[src/rtl/rr_grant_encoder_8_pkg.sv]
// Shared definitions for the 8-way round-robin grant encoder: state encoding,
// requester/index sizing and the pointer reset value.
package rr_grant_encoder_8_pkg;

    localparam int N_REQ = 8;
    localparam int IDX_W = 3;

    // Pointer resets to the last index so the first search begins at requester 0.
    localparam logic [IDX_W-1:0] LAST_PTR_RST = 3'd7;

    typedef enum logic {
        ST_IDLE  = 1'b0,
        ST_GRANT = 1'b1
    } state_t;

endpackage

[src/rtl/rr_grant_encoder_8_pick.sv]
// Rotating-priority search: returns the first set request strictly after
// i_last_ptr, wrapping 7->0, with i_last_ptr itself examined last.
module rr_pick_8
    import rr_grant_encoder_8_pkg::*;
(
    input  logic [N_REQ-1:0] i_req,
    input  logic [IDX_W-1:0] i_last_ptr,
    output logic [IDX_W-1:0] o_idx,
    output logic             o_any
);

    // Walk from the farthest offset to the nearest so the nearest set bit wins.
    always_comb begin
        logic [IDX_W-1:0] w_cand;
        w_cand = '0;
        o_idx  = '0;
        o_any  = 1'b0;
        for (int k = N_REQ; k >= 1; k--) begin
            w_cand = i_last_ptr + IDX_W'(k);
            if (i_req[w_cand]) begin
                o_idx = w_cand;
                o_any = 1'b1;
            end
        end
    end

endmodule

[src/rtl/rr_grant_encoder_8.sv]
// Round-robin arbiter over 8 requesters with grant hold, abort and timeout
// release; outputs feed a 3x8 decoder (in = grant_idx, en = grant_en).
module rr_grant_encoder_8
    import rr_grant_encoder_8_pkg::*;
#(
    parameter int HOLD_MAX = 16,
    parameter int CNT_W    = 5
) (
    input  logic             clk,
    input  logic             rst,
    input  logic [N_REQ-1:0] req,
    input  logic             done,
    output logic [IDX_W-1:0] grant_idx,
    output logic             grant_en,
    output logic             timeout,
    output logic             busy
);

    state_t           r_state;
    logic [CNT_W-1:0] r_hold_cnt;
    logic [IDX_W-1:0] r_last_ptr;
    logic [IDX_W-1:0] r_grant_idx;
    logic             r_grant_en;
    logic             r_timeout;

    logic [IDX_W-1:0] w_pick_idx;
    logic             w_pick_any;
    logic             w_abort;
    logic             w_hold_last;
    logic             w_release;

    rr_pick_8 u_pick (
        .i_req      (req),
        .i_last_ptr (r_last_ptr),
        .o_idx      (w_pick_idx),
        .o_any      (w_pick_any)
    );

    // Release causes in priority order: done, requester abort, hold expiry.
    assign w_abort     = ~req[r_grant_idx];
    assign w_hold_last = (r_hold_cnt == CNT_W'(HOLD_MAX - 1));
    assign w_release   = done | w_abort | w_hold_last;

    always_ff @(posedge clk or posedge rst) begin
        if (rst) begin
            r_state     <= ST_IDLE;
            r_hold_cnt  <= '0;
            r_last_ptr  <= LAST_PTR_RST;
            r_grant_idx <= '0;
            r_grant_en  <= 1'b0;
            r_timeout   <= 1'b0;
        end else begin
            r_timeout <= 1'b0;
            case (r_state)
                ST_IDLE: begin
                    if (w_pick_any) begin
                        r_grant_idx <= w_pick_idx;
                        r_grant_en  <= 1'b1;
                        r_hold_cnt  <= '0;
                        r_state     <= ST_GRANT;
                    end else begin
                        r_grant_en  <= 1'b0;
                    end
                end
                ST_GRANT: begin
                    if (w_release) begin
                        r_grant_en <= 1'b0;
                        r_last_ptr <= r_grant_idx;
                        r_hold_cnt <= '0;
                        r_timeout  <= ~done & ~w_abort;
                        r_state    <= ST_IDLE;
                    end else begin
                        r_hold_cnt <= r_hold_cnt + 1'b1;
                    end
                end
                default: r_state <= ST_IDLE;
            endcase
        end
    end

    assign grant_idx = r_grant_idx;
    assign grant_en  = r_grant_en;
    assign timeout   = r_timeout;
    assign busy      = (r_state == ST_GRANT);

endmodule

[config.mk]
export PLATFORM = sky130hd
export DESIGN_NAME = rr_grant_encoder_8
export DESIGN_NICKNAME = d
export VERILOG_FILES = /design/src/rtl/rr_grant_encoder_8_pkg.sv /design/src/rtl/rr_grant_encoder_8_pick.sv /design/src/rtl/rr_grant_encoder_8.sv
export SDC_FILE = /design/constraint.sdc
export NUM_CORES = 1
export LEC_CHECK = 0
export CAP_MARGIN = 20
export CORE_ASPECT_RATIO = 0.8
export CORE_UTILIZATION = 51
export DETAILED_ROUTE_END_ITERATION = 10
export GPL_TIMING_DRIVEN = 0
export PLACE_DENSITY_LB_ADDON = 0.08
export SETUP_SLACK_MARGIN = 0.1
export SYNTH_ARGS = -nofsm -noshare
export SYNTH_HDL_FRONTEND = slang
export SYNTH_SLANG_ARGS = --single-unit
[constraint.sdc]
create_clock -name clk -period 2.64 [get_ports clk]
set_input_delay 0.396 -clock clk [delete_from_list [all_inputs] [get_ports clk]]
set_output_delay 0.396 -clock clk [all_outputs]
set_load 0.03 [all_outputs]
==> qor.yml, run 1 <==
core_sq_mm: 0.00287
fin_crit_sh: 1.03
yosys.area.top_type: "dfrtp_1"
synth_top_flop_cell: "dfrtp_1"
power_density_mw_per_mm2: 1510
netlist_instances: 162
yosysWarnings: 0
hold_path_class: "in -> async"
synth-edff-count: 0
end_kind: "flop"
slowest_delay_ns: 0.60
fin_ws_ns: -0.0863
regArea_sq_um: 354
grt_pass1_wl_microns: 7160
cts-root-buf: "clkbuf_8"
relSlewSlack: 0.618
port_buffers: 16
crit_fanout: 6
yosysTopAreaCellShare: 0.172
report.final.hold_viol_count: 0
gp_congestion: 0.928
num_vias: 1525
yosysUniqueCellTypes: 54
insertedDiodeCount: 0
ff2ff_setup_slack_ns: -0.09
clk_latency_ns: 0.24
async_reset_ff_frac: 1.00
yosysMostFrequentCell: "nand2_1"
synth_seq_cells: 14
antenna_found_initial: 0
nets: 208
detail_route.wirelength_microns: 4310
crit_path_frequent_cell: "nand2_1"
hpwl_microns: 3110
clk_pin_slew_ns: 0.06
postRouteAntennaNets: 0
grt_max_degree: 15
r2r-end: "r_hold_cnt[0]"
grt_usage: 0.287
synth_common_cells: "nand2_1 (16), mux2i_1 (13), dfrtp_1 (11), mux4_2 (11)"
clk_path_buf_depth: 2
instances_no_fill: 230
cts_hold_buf: 0
max_freq_ghz: 0.367
fillers: 223
num_rows: 17
period_needed_ns: 2.73
initial_utilization: 0.559
drt-vias-per-instance: 6.63
overflow: 0
startpoint_type: "flop"
power_mw: 3.08
synth_area_sq_mm: 0.00160
first_iter_violations: 106
violations: "setup timing"
cts-buffers-inserted: 3
synth-seq-area-share: 0.221
maxCapViolations: 0
h-tree-depth: 1
grt_pass1_vias: 1443
fin_skew_ns: 0.00348
die_h_microns: 52.2
syn_nets: 177
slowest_stage: "mux4_2"
dp.cells: 216
rsz0062_at_grt: "true"
multi_input_area_sq_mm: 0.00125
wl_per_cell_microns: 18.7
leakage_nw: 0.774
final_util: 0.711
postSynthAreaPerCell_sq_um: 9.90
route.detailed.drc: 0
fp.dieArea_sq_mm: 0.00337
ioPinCount: 17
synthTopCellsByArea: "dfrtp_1 (17%), mux4_2 (15%), mux2i_1 (8.1%), dfstp_2 (4.9%), mux2_2 (4.9%)"
fin_hold_ws_ns: 0.479
r2r_cells: 10
syn_to_final_growth_pct: 27.3
worst_pin_slew_ns: 0.573
path_class: "reg -> reg"
max-vdd-ir-drop_mv: 0.878
drive_gt1_frac: 0.328
drv_slew: 0
setup_viol: 8
cts_tree: "yes"
outcome: "complete, but fails checks"
cp.required_ns: 2.81
r2r_start: "r_last_ptr[0]"
clock_sinks: 14
crit_chain: "buf_8 -> clkinvlp_4 -> ha_4 -> mux4_2 -> nor4_2 -> nand2_1 -> a211oi_4 -> buf_4 -> nand2_1 -> o21ai_1"
arrival_ns: 2.89
drt_first_pass_iters: 4
fp.dieW_microns: 64.7
sequential cells by signal, summed over array words and instances, names as in the netlist:
| register | cells |
|---|---|
| busy | 1 |
| grant_en | 1 |
| grant_idx | 3 |
| r_hold_cnt | 5 |
| r_last_ptr | 3 |
| timeout | 1 |
final cells by class:
type,count,area share
buffer,7,0.0319
clock buffer,4,0.0270
inverter,8,0.0165
multi-input combinational,133,0.613
sequential,14,0.173
tap,38,0.0233
timing repair buffer,26,0.115
what timing repair did:
item / in CTS / in global routing
pin swaps: 10 / 10
buffers inserted: 8 / 2
gates resized for setup: 12 / 10
gates cloned: 0 / 0
endpoints found under the setup margin: 10 / 10
cell usage in the layout, fill, tap and decap left out, types with 2 or more instances in the layout:
cell type        Yosys  layout
dfstp_2              3       3
nor3_1               6       6
clkdlybuf4s50_1      0      16
nor2_1               5       5
and2_1               2       2
clkbuf_8             0       4
a21oi_1              9       6
inv_1                7       5
a221oi_1             3       2
nor2b_1              2       2
nand3_1              3       3
nand2b_1             3       3
o21a_1               4       4
buf_4                2      11
o21ai_0              9       7
mux2i_4              1       2
nand2_1             16      16
mux4_2              11      12
xnor2_1              2       2
dfrtp_1             11      11
mux2i_1             13       9
inv_2                1       2
mux2_2               7       7
o21ai_1              2       4
mux2i_2              0       3
ha_1                 4       3
a21oi_2              0       3
clkbuf_1             2       2
worst max-delay path by stage:
stage                     slack, ns     startpoint  depth (start not counted)       endpoint
after floorplan               -0.02  r_last_ptr[0]                         10  r_hold_cnt[2]
after global placement        -0.33  r_last_ptr[0]                         10   grant_idx[1]
after detailed placement      -0.39  r_last_ptr[0]                         10   grant_idx[1]
after CTS                     -0.09  r_last_ptr[0]                         10  r_hold_cnt[0]
after global routing          -0.16  r_last_ptr[0]                         10  r_hold_cnt[0]
final                         -0.09  r_last_ptr[0]                         10  r_hold_cnt[0]
kinds of logic (layout without fill, tap and decap cells):
kind of cell	after synthesis	count (layout)	share of synthesized area
mux	35	35	0.341
compound gates	47	47	0.208
flops	14	14	0.221
xor+xnor	2	2	0.0109
simple gates	45	45	0.144
fa+ha+maj	4	4	0.0312
buf+inv	15	45	0.0452
per-layer routing:
metal | track usage | vias up | share of wire
met3 | 0.0614 | 0 | 0.094
met1 | 0.420 | 737 | 0.45
met4 | 0.0259 | 0 | 0
met2 | 0.450 | 92 | 0.45
li1 | - | 696 | -
met5 | 0 | - | 0
power by group:
| part | leakage (nW) | switching (mW) | internal [mW] |
|---|---|---|---|
| Sequential | 0.174 | 0.0827 | 0.305 |
| Combinational | 0.571 | 1.31 | 1.17 |
| Clock | 0.0288 | 0.0728 | 0.132 |
worst max-delay path, delay by kind of cell (launching register included):
family,cells,cell delay [ns]
multiplexers,1,0.60
flip-flops,1,0.55
AND/OR/NAND/NOR,3,0.44
buffers and inverters,3,0.37
AO/OA/AOI/OAI,2,0.35
adder cells (fa/ha/maj),1,0.32
through the flow:
step	setup slack (ns)	setup TNS [ns]	cell area (sq um)
after floorplan	-0.0152	-0.0183	1620
after global placement	-0.333	-2.31	1830
after detailed placement	-0.388	-2.81	1830
after CTS	-0.0920	-0.500	1990
after global routing	-0.164	-1.16	2040
final	-0.0863	-0.461	2040
Power figures use the tool's default switching activity.
==> run 2, diff against run 1 <==
CORE_UTILIZATION = 50   (was 51)
CTS_CLUSTER_SIZE = 16   (was unset)
SYNTH_HIERARCHICAL = 1   (was unset)
==> qor.yml, run 2 <==
violations: "setup timing"  # unchanged
fp.dieW_microns: 61.3  # was 64.7 microns
rsz0062_at_grt: "true"  # unchanged
drive_gt1_frac: 0.371  # was 0.328
final_cell_mix: "clkdlybuf4s50_1 (16), buf_4 (14), dfrtp_1 (11)"  # was nand2_1 (16), clkdlybuf4s50_1 (16), mux4_2 (12)
wl_per_cell_microns: 16.3  # was 18.7 microns
cts-buffers-inserted: 3  # unchanged
maxCapViolations: 0  # unchanged
h-tree-depth: 1  # unchanged
critPathTopFamily: "multiplexers"  # unchanged
core_sq_mm: 0.00256  # was 0.00287 sq mm
grt_pass1_wl_microns: 5800  # was 7160 microns
grt_max_degree: 15  # unchanged
report.final.hold_viol_count: 0  # unchanged
startpoint_type: "flop"  # unchanged
port_buffers: 16  # unchanged
end_kind: "flop"  # unchanged
async_reset_ff_frac: 1.00  # unchanged
nets: 191  # was 208
crit_chain: "buf_6 -> buf_8 -> inv_4 -> ha_4 -> buf_6 -> mux4_2 -> mux2_4 -> or3_4 -> o311ai_4 -> a31oi_1 -> mux2_4"  # was buf_8 -> clkinvlp_4 -> ha_4 -> mux4_2 -> nor4_2 -> nand2_1 -> a211oi_4 -> buf_4 -> nand2_1 -> o21ai_1
overflow: 0  # unchanged
fin_ws_ns: -0.361  # was -0.0863 ns
synthTopCellsByArea: "dfrtp_1 (20%), mux4_2 (13%), mux2_2 (9.6%), dfstp_2 (5.6%), mux2i_1 (4.3%)"  # was dfrtp_1 (17%), mux4_2 (15%), mux2i_1 (8.1%), dfstp_2 (4.9%), mux2_2 (4.9%)
regMostFlops: "r_hold_cnt"  # unchanged
gp_congestion: 0.863  # was 0.928
clk_latency_ns: 0.28  # was 0.24 ns
worst-path-buf-inv: 4  # was 3
drt-vias-per-instance: 5.96  # was 6.63
synth_top_flop_cell: "dfrtp_1"  # unchanged
synth_seq_cells: 14  # unchanged
max-vdd-ir-drop_mv: 0.797  # was 0.878 mV
route.detailed.drc: 0  # unchanged
synth-seq-area-share: 0.252  # was 0.221
netlist_instances: 140  # was 162
arrival_ns: 3.18  # was 2.89 ns
cts-root-buf: "clkbuf_4"  # was clkbuf_8
initial_utilization: 0.549  # was 0.559
cp.required_ns: 2.82  # was 2.81 ns
worst_pin_slew_ns: 0.657  # was 0.573 ns
insertedDiodeCount: 0  # unchanged
crit_fanout: 5  # was 6
hpwl_microns: 2470  # was 3110 microns
largest_reg_flops: 5  # unchanged
layout_commonest_cell: "clkdlybuf4s50_1"
yosysWarnings: 6  # was 0
grt_pass1_vias: 1272  # was 1443
drt_first_pass_iters: 4  # unchanged
drv_slew: 0  # unchanged
num_rows: 16  # was 17
syn_nets: 155  # was 177
postRouteAntennaNets: 0  # unchanged
leakage_nw: 0.775  # was 0.774 nW
crit_cells: 11  # was 10
cts_hold_buf: 0  # unchanged
ioPinCount: 17  # unchanged
num_vias: 1258  # was 1525
syn_to_final_growth_pct: 31.9  # was 27.3%
period_needed_ns: 3.00  # was 2.73 ns
yosysTopAreaCellShare: 0.196  # was 0.172
path_class: "reg -> reg"  # unchanged
die_h_microns: 49.4  # was 52.2 microns
antenna_found_initial: 0  # unchanged
fp.dieArea_sq_mm: 0.00303  # was 0.00337 sq mm
clock_sinks: 14  # unchanged
clk_pin_slew_ns: 0.08  # was 0.06 ns
synth_common_cells: "mux2_2 (12), dfrtp_1 (11), inv_1 (9), nand2_1 (9), mux4_2 (8)"  # was nand2_1 (16), mux2i_1 (13), dfrtp_1 (11), mux4_2 (11)
r2r_cells: 11  # was 10
detail_route.wirelength_microns: 3440  # was 4310 microns
postSynthAreaPerCell_sq_um: 10.0  # was 9.90 sq um
relSlewSlack: 0.561  # was 0.618
grt_usage: 0.258  # was 0.287
fin_crit_sh: 1.14  # was 1.03
yosysMostFrequentCell: "mux2_2"  # was nand2_1
hold_path_class: "in -> async"  # unchanged
slowest_delay_ns: 0.55  # was 0.60 ns
outcome: "complete, but fails checks"  # unchanged
yosys.area.top_type: "dfrtp_1"  # unchanged
slowest_stage: "dfstp_2"  # was mux4_2
first_iter_violations: 45  # was 106
pre_cts_ws_ns: -0.630  # was -0.388 ns
clk_path_buf_depth: 2  # unchanged
synth_area_sq_mm: 0.00141  # was 0.00160 sq mm
max_freq_ghz: 0.333  # was 0.367 GHz
yosysUniqueCellTypes: 46  # was 54
cts_tree: "yes"  # unchanged
power_density_mw_per_mm2: 1570  # was 1510 mW/mm^2
power_mw: 2.92  # was 3.08 mW
setup_viol: 10  # was 8
synth-edff-count: 0  # unchanged
fin_skew_ns: 0.00501  # was 0.00348 ns
## run 2: worst register-to-register path, cell delays in order, from the launching register on
cell,delay (ns)
dfstp_2,0.55
buf_6,0.10
buf_8,0.09
inv_4,0.03
ha_4,0.25
buf_6,0.10
mux4_2,0.54
mux2_4,0.32
or3_4,0.34
o311ai_4,0.23
a31oi_1,0.07
mux2_4,0.27
## run 2: cell families after synthesis
logic type               count (synthesis)  synth area share
AO/OA/AOI/OAI                           33             0.177
adder cells (fa/ha/maj)                  4            0.0356
buffers and inverters                   15            0.0623
multiplexers                            29             0.294
XOR/XNOR                                 3            0.0187
flip-flops                              14             0.252
AND/OR/NAND/NOR                         42             0.161
## run 2: report_power, final
group          total (mW)  switching [mW]  internal (mW)
clock               0.154          0.0704         0.0840
combinational        2.37            1.14           1.23
sequential          0.391          0.0851          0.306
total                2.92            1.29           1.62
## run 2: what timing repair did
action                                  in CTS  in global routing
resized for setup                           17                  0
pin swaps                                    9                  2
endpoints found under the setup margin      10                 10
setup buffers                               14                  1
## run 2: routing by layer
metal	up-vias	track usage	part of all wire
met3	4	0.0716	0.044
met1	619	0.367	0.48
li1	607	-	-
met2	28	0.402	0.46
met4	0	0.0303	0.0070
met5	-	0	0
## run 2: path summary, 6_finish.rpt
kind	start	end	slack, ns
min in group clk	grant_en	grant_en	0.49
hold / removal	rst	r_hold_cnt[4]	0.45
setup / recovery	r_last_ptr[0]	grant_idx[0]	-0.36
setup reg to reg	r_last_ptr[0]	grant_idx[0]	-0.36
hold reg to reg	grant_en	grant_en	0.49
max in group asynchronous	rst	r_last_ptr[0]	1.82
## run 2: final cells by class
class,count,area [sq um]
well taps,36,45.0
multi-input cells,111,1040
plain buffers,6,67.6
fillers,207,708
inverters,9,36.3
clock buffers,4,36.3
flip-flops and latches,14,354
repair buffers,31,277
## run 2: stage by stage
stage,hold slack (ns),cells,setup TNS [ns],utilization,instance area [sq um]
floorplan,0.283,140,-2.04,-,1430
global placement,0.463,192,-4.59,0.639,1640
detailed placement,0.472,192,-4.68,0.639,1640
CTS,0.472,210,-2.50,0.721,1850
global route,0.511,211,-3.85,0.724,1850
finish,0.453,211,-2.79,0.724,1850
